===== config.mk =====
export PLATFORM = sky130hd
export DESIGN_NAME = rx_timer_ctrl
export DESIGN_NICKNAME = d
export VERILOG_FILES = /design/src/rtl/rx_timer_pkg.sv /design/src/rtl/flex_counter.sv /design/src/rtl/rx_timer_ctrl.sv
export SDC_FILE = /design/constraint.sdc
export NUM_CORES = 1
export LEC_CHECK = 0
export CAP_MARGIN = 40
export CORE_MARGIN = 1.5
export CORE_UTILIZATION = 40
export CTS_CLUSTER_SIZE = 20
export DETAILED_ROUTE_END_ITERATION = 12
export PLACE_DENSITY_LB_ADDON = 0.1
export SLEW_MARGIN = 30
export SYNTH_ARGS = -nofsm -noshare
export SYNTH_HDL_FRONTEND = slang
export SYNTH_HIERARCHICAL = 1
export SYNTH_SLANG_ARGS = --single-unit

===== constraint.sdc =====
create_clock -name clk -period 3.67 [get_ports clk]
set_input_delay 0.734 -clock clk [delete_from_list [all_inputs] [get_ports clk]]
set_output_delay 0.734 -clock clk [all_outputs]
set_load 0.05 [all_outputs]

===== src/rtl/rx_timer_pkg.sv =====
// ---------------------------------------------------------------------------
// rx_timer_pkg
// Shared definitions for the serial-receive bit-timing controller:
//   state_t  : controller FSM states
//   MIN_CLKS : smallest usable clocks-per-bit; smaller requests are raised
//              to this so the half-bit alignment period is never zero.
// ---------------------------------------------------------------------------
package rx_timer_pkg;

    typedef enum logic [1:0] {
        IDLE,
        START_ALIGN,
        DATA,
        STOP
    } state_t;

    localparam int MIN_CLKS = 2;

endpackage


===== src/rtl/flex_counter.sv =====
// ---------------------------------------------------------------------------
// flex_counter
// Generic up-counter with a programmable last value.
// Ports:
//   clk           : system clock, rising edge
//   n_rst         : asynchronous active-low reset, clears the count
//   clear         : synchronous clear, dominates count_enable
//   count_enable  : advance the count by one this cycle
//   rollover_val  : last value of the count sequence
//   count         : current count
//   rollover_flag : high while count equals rollover_val
// ---------------------------------------------------------------------------
module flex_counter #(
    parameter int WIDTH = 4
) (
    input  logic             clk,
    input  logic             n_rst,
    input  logic             clear,
    input  logic             count_enable,
    input  logic [WIDTH-1:0] rollover_val,
    output logic [WIDTH-1:0] count,
    output logic             rollover_flag
);

    // Reaching rollover_val while enabled returns the count to zero, so the
    // count can never run past the programmed last value.
    always_ff @(posedge clk or negedge n_rst) begin
        if (!n_rst) begin
            count <= '0;
        end else if (clear) begin
            count <= '0;
        end else if (count_enable) begin
            if (count == rollover_val) begin
                count <= '0;
            end else begin
                count <= count + WIDTH'(1);
            end
        end
    end

    assign rollover_flag = (count == rollover_val);

endmodule


===== src/rtl/rx_timer_ctrl.sv =====
// ---------------------------------------------------------------------------
// rx_timer_ctrl
// Bit-timing sequencer for a serial receiver. After a start edge it waits
// half a bit to land on mid-bit, confirms the start bit, issues one shift
// strobe per data bit and finally checks the stop bit.
// Ports:
//   clk           : system clock, rising edge
//   n_rst         : asynchronous active-low reset
//   start_edge    : one-cycle pulse, line fell while idle
//   rx_in         : synchronized serial line
//   abort         : synchronous cancel, returns to IDLE at the next edge
//   clks_per_bit  : clocks per bit, captured when a start is accepted
//   shift_strobe  : one-cycle pulse, shift register samples rx_in now
//   packet_done   : one-cycle pulse in the last stop-bit cycle
//   framing_error : stop bit was low; held until the next accepted start
//   busy          : controller is not idle
// ---------------------------------------------------------------------------
module rx_timer_ctrl
    import rx_timer_pkg::*;
#(
    parameter int CNT_W     = 4,
    parameter int DATA_BITS = 8
) (
    input  logic             clk,
    input  logic             n_rst,
    input  logic             start_edge,
    input  logic             rx_in,
    input  logic             abort,
    input  logic [CNT_W-1:0] clks_per_bit,
    output logic             shift_strobe,
    output logic             packet_done,
    output logic             framing_error,
    output logic             busy
);

    localparam int BIT_W = $clog2(DATA_BITS + 1);

    state_t           state;
    state_t           next_state;
    logic [CNT_W-1:0] cfg;
    logic [CNT_W-1:0] half;
    logic [CNT_W-1:0] div_last_val;
    logic [CNT_W-1:0] div_cnt;
    logic             div_last;
    logic             div_clear;
    logic [BIT_W-1:0] bit_cnt;
    logic             bit_last;
    logic             bit_clear;
    logic             strobe_due;
    logic             done_due;
    logic             start_accept;

    assign half         = cfg >> 1;
    assign start_accept = (state == IDLE) && start_edge && !abort;

    // The alignment phase counts half a bit; data and stop phases count a
    // full bit. Counting starts at zero, so the last cycle is length - 1.
    assign div_last_val = (state == START_ALIGN) ? (half - CNT_W'(1))
                                                 : (cfg - CNT_W'(1));

    assign strobe_due = (state == DATA) && div_last;
    assign done_due   = (state == STOP) && div_last;

    // The divider restarts on every state change and at each data-bit
    // boundary; it is held at zero while idle.
    assign div_clear = (next_state != state) || (state == IDLE) || strobe_due;

    // Bit count is only meaningful in DATA, so it sits at zero elsewhere and
    // therefore starts from zero on every DATA entry.
    assign bit_clear = (state != DATA);

    flex_counter #(
        .WIDTH(CNT_W)
    ) u_div_cnt (
        .clk          (clk),
        .n_rst        (n_rst),
        .clear        (div_clear),
        .count_enable (state != IDLE),
        .rollover_val (div_last_val),
        .count        (div_cnt),
        .rollover_flag(div_last)
    );

    flex_counter #(
        .WIDTH(BIT_W)
    ) u_bit_cnt (
        .clk          (clk),
        .n_rst        (n_rst),
        .clear        (bit_clear),
        .count_enable (strobe_due),
        .rollover_val (BIT_W'(DATA_BITS - 1)),
        .count        (bit_cnt),
        .rollover_flag(bit_last)
    );

    // State register.
    always_ff @(posedge clk or negedge n_rst) begin
        if (!n_rst) begin
            state <= IDLE;
        end else begin
            state <= next_state;
        end
    end

    // Next-state decode. Abort overrides every other transition.
    always_comb begin
        next_state = state;
        if (abort) begin
            next_state = IDLE;
        end else begin
            case (state)
                IDLE: begin
                    if (start_edge) begin
                        next_state = START_ALIGN;
                    end
                end
                START_ALIGN: begin
                    if (div_last) begin
                        next_state = rx_in ? IDLE : DATA;
                    end
                end
                DATA: begin
                    if (div_last && bit_last) begin
                        next_state = STOP;
                    end
                end
                STOP: begin
                    if (div_last) begin
                        next_state = IDLE;
                    end
                end
                default: next_state = IDLE;
            endcase
        end
    end

    // Bit period is captured once per frame and raised to MIN_CLKS so the
    // half-bit alignment is at least one cycle long.
    always_ff @(posedge clk or negedge n_rst) begin
        if (!n_rst) begin
            cfg <= '0;
        end else if (start_accept) begin
            if (clks_per_bit < CNT_W'(MIN_CLKS)) begin
                cfg <= CNT_W'(MIN_CLKS);
            end else begin
                cfg <= clks_per_bit;
            end
        end
    end

    // Framing error reflects the most recent stop bit and is wiped when a
    // new frame begins; an aborted stop cycle leaves it untouched.
    always_ff @(posedge clk or negedge n_rst) begin
        if (!n_rst) begin
            framing_error <= 1'b0;
        end else if (start_accept) begin
            framing_error <= 1'b0;
        end else if (done_due && !abort) begin
            framing_error <= !rx_in;
        end
    end

    // Pulses come from registered state and counts; abort only masks them
    // so a cancelled frame never produces a partial strobe or done.
    assign shift_strobe = strobe_due && !abort;
    assign packet_done  = done_due && !abort;
    assign busy         = (state != IDLE);

endmodule

==> results of run 1 <==
where the power goes:
| part | switching (mW) | leakage, nW | internal [mW] |
|---|---|---|---|
| clock | 0.0568 | 0.0150 | 0.0422 |
| sequential | 0.0169 | 0.199 | 0.178 |
| combinational | 0.0829 | 0.330 | 0.0649 |
| total | 0.157 | 0.544 | 0.285 |
synthesized netlist by cell type:
cell type	instances
o21ai_0	1
a2111oi_2	2
clkbuf_2	2
xor2_1	8
nand4b_1	1
nor3_1	2
nand3_1	3
mux2i_1	6
mux2_2	2
dfrtp_1	15
mux2_4	2
nand2_1	8
nand3b_1	2
or2_2	1
nor2_1	14
a221oi_1	1
xnor2_1	1
nand2b_1	1
or3_1	1
and2b_1	1
or2b_1	4
a21oi_1	3
nor4_4	2
o22ai_1	2
conb_1	2
o2bb2ai_1	1
buf_6	1
o32ai_1	4
o311ai_1	1
inv_1	8
ha_1	3
nor4b_4	1
final cells by class:
cell class / count / area, sq um
Clock buffer: 4 / 26.3
Fill cell: 256 / 1220
Inverter: 8 / 30.0
Multi-Input combinational cell: 82 / 628
Sequential cell: 15 / 375
Tap cell: 30 / 37.5
Timing Repair Buffer: 14 / 155
through the flow:
| step | setup slack [ps] | util, % |
|---|---|---|
| after detailed placement | 544 | 49.4 |
| after global routing | 0.413 | 50.6 |
| after CTS | 207 | 50.5 |
| final | 222 | 50.6 |
| after global placement | 612 | 49.4 |
| after floorplan | 261 | - |
flip-flops by register name, indices dropped and copies added, names as in the netlist:
register         flops
cfg                  4
u_bit_cnt/count      4
u_div_cnt/count      4
state                2
framing_error        1
kinds of logic (layout without fill, tap and decap cells):
logic type      Yosys count  count (layout)
compound gates           15              15
xor+xnor                  9               9
fa+ha+maj                 3               3
buf+inv                  11              26
flops                    15              15
mux                      10              10
other cells               2               4
simple gates             41              41
how the worst max path moves through the flow:
stage,endpoint,slack (ps),depth (start not counted)
floorplan,shift_strobe,260,10
finish,shift_strobe,220,10
detailed placement,shift_strobe,540,10
CTS,shift_strobe,210,10
global placement,shift_strobe,610,10
global route,shift_strobe,0.4,10
per-layer routing:
metal / up-vias / wire length (microns) / share of wire [%]
li1: 402 / - / -
met1: 372 / 962 / 49
met2: 16 / 910 / 46
met3: 2 / 85 / 4.3
met4: 0 / 17 / 0.86
met5: - / 0 / 0
worst reg2reg max path: stages (launching register included):
cell and delay, ps:
dfrtp_1 520, and2b_2 300, nor2_1 130, a21oi_1 80, ha_1 280, inv_1 40
xor2_1 170, nor4_4 360, inv_1 110, nor2_1 110, buf_4 170, nand2_1 50
mux2_2 250, o32ai_1 210
==> metrics.md, run 1 <==
| Metric | Value |
|---|---|
| GRT overflow | `0` |
| Tot GR Track Use | `15.6%` |
| Post-detail-place hpwl | `1460 microns` |
| Clock Sinks | `15` |
| Worst Setup End Kind | `primary output` |
| Worst Max-Slew Pin Slew | `714 ps` |
| Maximum vdd drop | `216 uV` |
| Die height | `54.0 microns` |
| Placement Rows | `18` |
| Max incr delay on CP | `520 ps` |
| Multiplexer share of the synthesized area | `10.8%` |
| Hold WS | `550 ps` |
| Largest net degree at the start of global routing | `16` |
| Largest family of logic cells by synthesized area | `simple AND/OR/NAND/NOR gates` |
| Post-DP Area | `1220 sq um` |
| # port buffers | `12` |
| Yosys cell types | `32` |
| Gpl congestion | `0.720` |
| Slew HR | `52.3%` |
| Synth Area in XOR/XNOR | `7.57%` |
| Core Area | `2480 sq um` |
| Sequential area share after synthesis | `36.1%` |
| Maximum clock frequency | `290 MHz` |
| H-tree Lvls | `1` |
| Crit-path leading delay family | `simple AND/OR/NAND/NOR gates` |
| HP Class | `reg -> reg` |
| Non-filler cells, final | `153` |
| Endpoints failing hold | `0` |
| RR Endpoint | `u_bit_cnt/count[2]` |
| CTS Root Cell | `clkbuf_4` |
| Floorplan die area | `2920 sq um` |
| P per Cell Area | `353 nW/um^2` |
| Total Wirelength | `1980 microns` |
| Met2 Resource Use GR | `23.8%` |
| Leading area contributor after synthesis | `dfrtp_1` |
| Skew final | `1.42 ps` |
| Worst-path maximum fanout | `9` |
| Area growth syn-to-layout | `20.3%` |
| First-pass GRT wire length | `3290 microns` |
| Crit path required time | `2940 ps` |
| Antenna-violating nets left | `0` |
| Crit path launch | `state[1]` |
| Leading cell type in the layout, fill and taps excluded | `dfrtp_1` |
| # DRC | `0` |
| Clk_lat worst skew | `290 ps` |
| Cell Area, Synth | `1040 sq um` |
| Grt peak-use layer | `met2` |
| Fin crit share | `94.0%` |
| Worst path slowest cell | `dfrtp_1` |
| WS Path Type | `reg -> out` |
| Clock-pin slew on the worst setup and hold paths | `90 ps` |
| Crit path arrival time | `2710 ps` |
| Initial antenna violation count | `0` |
| RR Startpoint | `state[1]` |
| Period minus WS final | `3450 ps` |
| Hold Path Stages | `2` |
| Wire per inst | `12.9 microns` |
| NumNets Final | `136` |
| R2R Setup Slk | `770 ps` |
| CP startpoint kind | `flip-flop` |
| Total power | `0.442 mW` |
| Vias | `792` |
| Yosys top cell area share | `36.1%` |
| Buf/Inv on CP | `3` |
| Leak | `0.544 nW` |
| Cells after Synth | `106` |
| Endpoints failing setup | `0` |
| Syn Area/Cell | `9.82 sq um` |
| Synth area leaders | `dfrtp_1 (36%), xor2_1 (6.7%), mux2i_1 (5.8%), nor2_1 (5.0%), nor4_4 (4.1%)` |
| Outcome | `complete, no violations` |
| CTS tree | `built` |
| Post-CTS setup buffers | `0` |
| Worst Hold End | `framing_error` |
| Max Root-Sink Buffers | `2` |
| Share of cells above drive strength 1 | `15.4%` |
| Met1 Resource Use GR | `21.6%` |
| Vias in the first global route | `703` |
| Die X | `54.0 microns` |
| Placed cells | `149` |
| Initial Util | `42.0%` |
| TritonCTS Buffers | `3` |
| Max-cap violations | `0` |
| Register bit total from synthesis | `15` |
| Iteration-0 DRC Markers | `9` |
| # hold bufs at CTS | `0` |
| RSZ-0062 raised after global routing | `false` |
| Setup TNS | `0 ps` |
| Diodes inserted | `0` |
| Cell area after layout | `1250 sq um` |
| Max Slew Vio Count | `0` |
| First-pass DRT Iterations | `4` |
| CP Cell Sequence | `and2b_2 -> nor2_1 -> a21oi_1 -> ha_1 -> inv_1 -> xor2_1 -> nor4_4 -> inv_1 -> nor3_2 -> buf_12` |
| Synth Area in Simple Gates | `24.4%` |
| Crit path top cell by count | `inv_1` |
| Hold path start | `framing_error` |
| Boundary Pins | `13` |
| R2R depth | `13` |
| # resized after CTS | `0` |
| Adder-Cell Fraction of Synth Area | `3.61%` |
| Commonest cells after routing, fill and taps aside | `dfrtp_1 (15), nor2_1 (14), clkdlybuf4s50_1 (10)` |
| Yosys warnings | `6` |
| Synth Area in Compound Gates | `11.9%` |
| DR vias/cell | `5.18` |
| Met3 Track Usage GR | `3.33%` |
Power figures use the tool's default switching activity.
==> run 2, diff against run 1 <==
--- a/config.mk
+++ b/config.mk
@@ -7,7 +7,7 @@
 export LEC_CHECK = 0
 export CAP_MARGIN = 40
 export CORE_MARGIN = 1.5
-export CORE_UTILIZATION = 40
+export CORE_UTILIZATION = 50
 export CTS_CLUSTER_SIZE = 20
 export DETAILED_ROUTE_END_ITERATION = 12
 export PLACE_DENSITY_LB_ADDON = 0.1
==> run 2 against run 1 <==
Fmax down 1.5%; critical path depth unchanged; combinational power barely moved; critical endpoint unchanged; highest routed layer unchanged.
==> metrics.md, run 2 (synthesis results as in run 1) <==
| Metric | Value |
|---|---|
| Placement Rows | `16` |
| CTS Root Cell | `clkbuf_4` |
| Max incr delay on CP | `480 ps` |
| R2R depth | `13` |
| GRT overflow | `0` |
| Floorplan die area | `2360 sq um` |
| NumNets Final | `136` |
| # hold bufs at CTS | `0` |
| DR top layer | `met4` |
| WS Path Type | `reg -> out` |
| Outcome | `complete, no violations` |
| Non-filler cells, final | `150` |
| CTS tree | `built` |
| Worst Hold End | `framing_error` |
| Crit-path leading delay family | `simple AND/OR/NAND/NOR gates` |
| Clock-pin slew on the worst setup and hold paths | `100 ps` |
| Hold Path Stages | `2` |
| Max Root-Sink Buffers | `2` |
| Hold path start | `framing_error` |
| H-tree Lvls | `1` |
| Gpl congestion | `0.780` |
| Maximum clock frequency | `286 MHz` |
| Die height | `48.6 microns` |
| First-pass DRT Iterations | `4` |
| Worst path slowest cell | `dfrtp_1` |
| Crit path arrival time | `2770 ps` |
| Worst-path maximum fanout | `8` |
| Endpoints failing hold | `0` |
| RR Endpoint | `u_bit_cnt/count[2]` |
| Max Slew Vio Count | `0` |
| Initial antenna violation count | `0` |
| # port buffers | `12` |
| Crit path required time | `2940 ps` |
| Leak | `0.545 nW` |
| CP startpoint kind | `flip-flop` |
| Vias in the first global route | `746` |
| P per Cell Area | `353 nW/um^2` |
| Post-detail-place hpwl | `1470 microns` |
| Slew HR | `54.2%` |
| Period minus WS final | `3500 ps` |
| Placed cells | `146` |
| Vias | `813` |
| Tot GR Track Use | `18.7%` |
| Die X | `48.6 microns` |
| Wire per inst | `13.1 microns` |
| RSZ-0062 raised after global routing | `false` |
| Largest registers | `cfg (4), u_bit_cnt/count (4), u_div_cnt/count (4)` |
| Initial Util | `53.1%` |
| DR vias/cell | `5.42` |
| Met2 WL | `896 microns` |
| Area growth syn-to-layout | `20.2%` |
| Clk_lat worst skew | `300 ps` |
| M1 WL | `947 microns` |
| First-pass GRT wire length | `3350 microns` |
| Buf/Inv on CP | `2` |
| Clock Sinks | `15` |
| Core Area | `1960 sq um` |
| Fin crit share | `95.4%` |
| Commonest cells after routing, fill and taps aside | `nor2_1 (14), dfrtp_1 (14), clkdlybuf4s50_1 (10)` |
| Share of cells above drive strength 1 | `17.1%` |
| Diodes inserted | `0` |
| Boundary Pins | `13` |
| Largest net degree at the start of global routing | `16` |
| Total Wirelength | `1960 microns` |
| Maximum vdd drop | `196 uV` |
| # DRC | `0` |
| Worst Setup End Kind | `primary output` |
| Setup TNS | `0 ps` |
| R2R Setup Slk | `700 ps` |
| HP Class | `reg -> reg` |
| Worst Max-Slew Pin Slew | `686 ps` |
| Iteration-0 DRC Markers | `18` |
| CP Cell Sequence | `and2b_2 -> nor2_1 -> a21oi_1 -> ha_1 -> xnor2_1 -> xor2_1 -> nor4_4 -> inv_1 -> nor3_2 -> buf_12` |
| Max-cap violations | `0` |
| RR Startpoint | `state[0]` |
| DR WL met3 | `80 microns` |
| Fill count | `179` |
| Antenna-violating nets left | `0` |
| TritonCTS Buffers | `3` |
| Endpoints failing setup | `0` |
| Skew final | `4.30 ps` |
run 2: layout make-up:
| type | instances | area [sq um] | share of cell area [%] |
|---|---|---|---|
| multi-input combinational | 82 | 628 | 50.2 |
| tap | 27 | 33.8 | 2.70 |
| inverter | 8 | 30.0 | 2.40 |
| clock inverter | 1 | 5.00 | 0.400 |
| timing repair buffer | 14 | 155 | 12.4 |
| sequential | 15 | 377 | 30.1 |
| clock buffer | 3 | 22.5 | 1.80 |
run 2: report_power, final:
part / switching (mW) / internal (mW) / total, mW
Combinational: 0.0830 / 0.0648 / 0.148
Sequential: 0.0159 / 0.178 / 0.194
Clock: 0.0593 / 0.0406 / 0.100
Total: 0.158 / 0.284 / 0.442
run 2: worst max-delay path by stage:
| stage | from | to | slack [ps] | cells past startpoint |
|---|---|---|---|---|
| after global routing | state[0] | packet_done | 9 | 10 |
| after global placement | state[1] | shift_strobe | 560 | 10 |
| after detailed placement | state[1] | shift_strobe | 460 | 10 |
| after floorplan | state[1] | shift_strobe | 260 | 10 |
| after CTS | state[1] | shift_strobe | 110 | 10 |
| final | state[0] | shift_strobe | 170 | 10 |
run 2: metal layers:
metal,vias up,global-route usage (%)
li1,400,-
met1,388,25.5
met2,21,27.6
met3,4,4.01
met4,0,10.0
met5,-,0
run 2: stage by stage:
step                      power, mW  setup WS, ps  hold WS, ps  util, %  instance area [sq um]
final                         0.442           167          535     63.8                   1250
after detailed placement      0.345           461          516     62.2                   1220
after global placement        0.340           561          511     62.2                   1220
after global routing          0.472          8.97          592     63.8                   1250
after CTS                     0.445           112          542     63.6                   1250
after floorplan               0.307           261          438        -                   1050
run 2: repair_timing:
action                                  in CTS  in global routing
gates resized for setup                      0                  2
endpoints found under the setup margin       0                  2
buffers inserted                             0                  0
hold endpoints to repair                     0                  0
run 2: worst reg2reg max path, delay by kind of cell (launching register included):
family	cells	cell delay [ps]
DFF	1	480
xor gates and xnor gates	2	310
adders and majority gates	1	200
and+or+nand+nor	5	1040
buffers and inverters	2	300
muxes	1	250
AOI/OAI and AO/OA	2	310
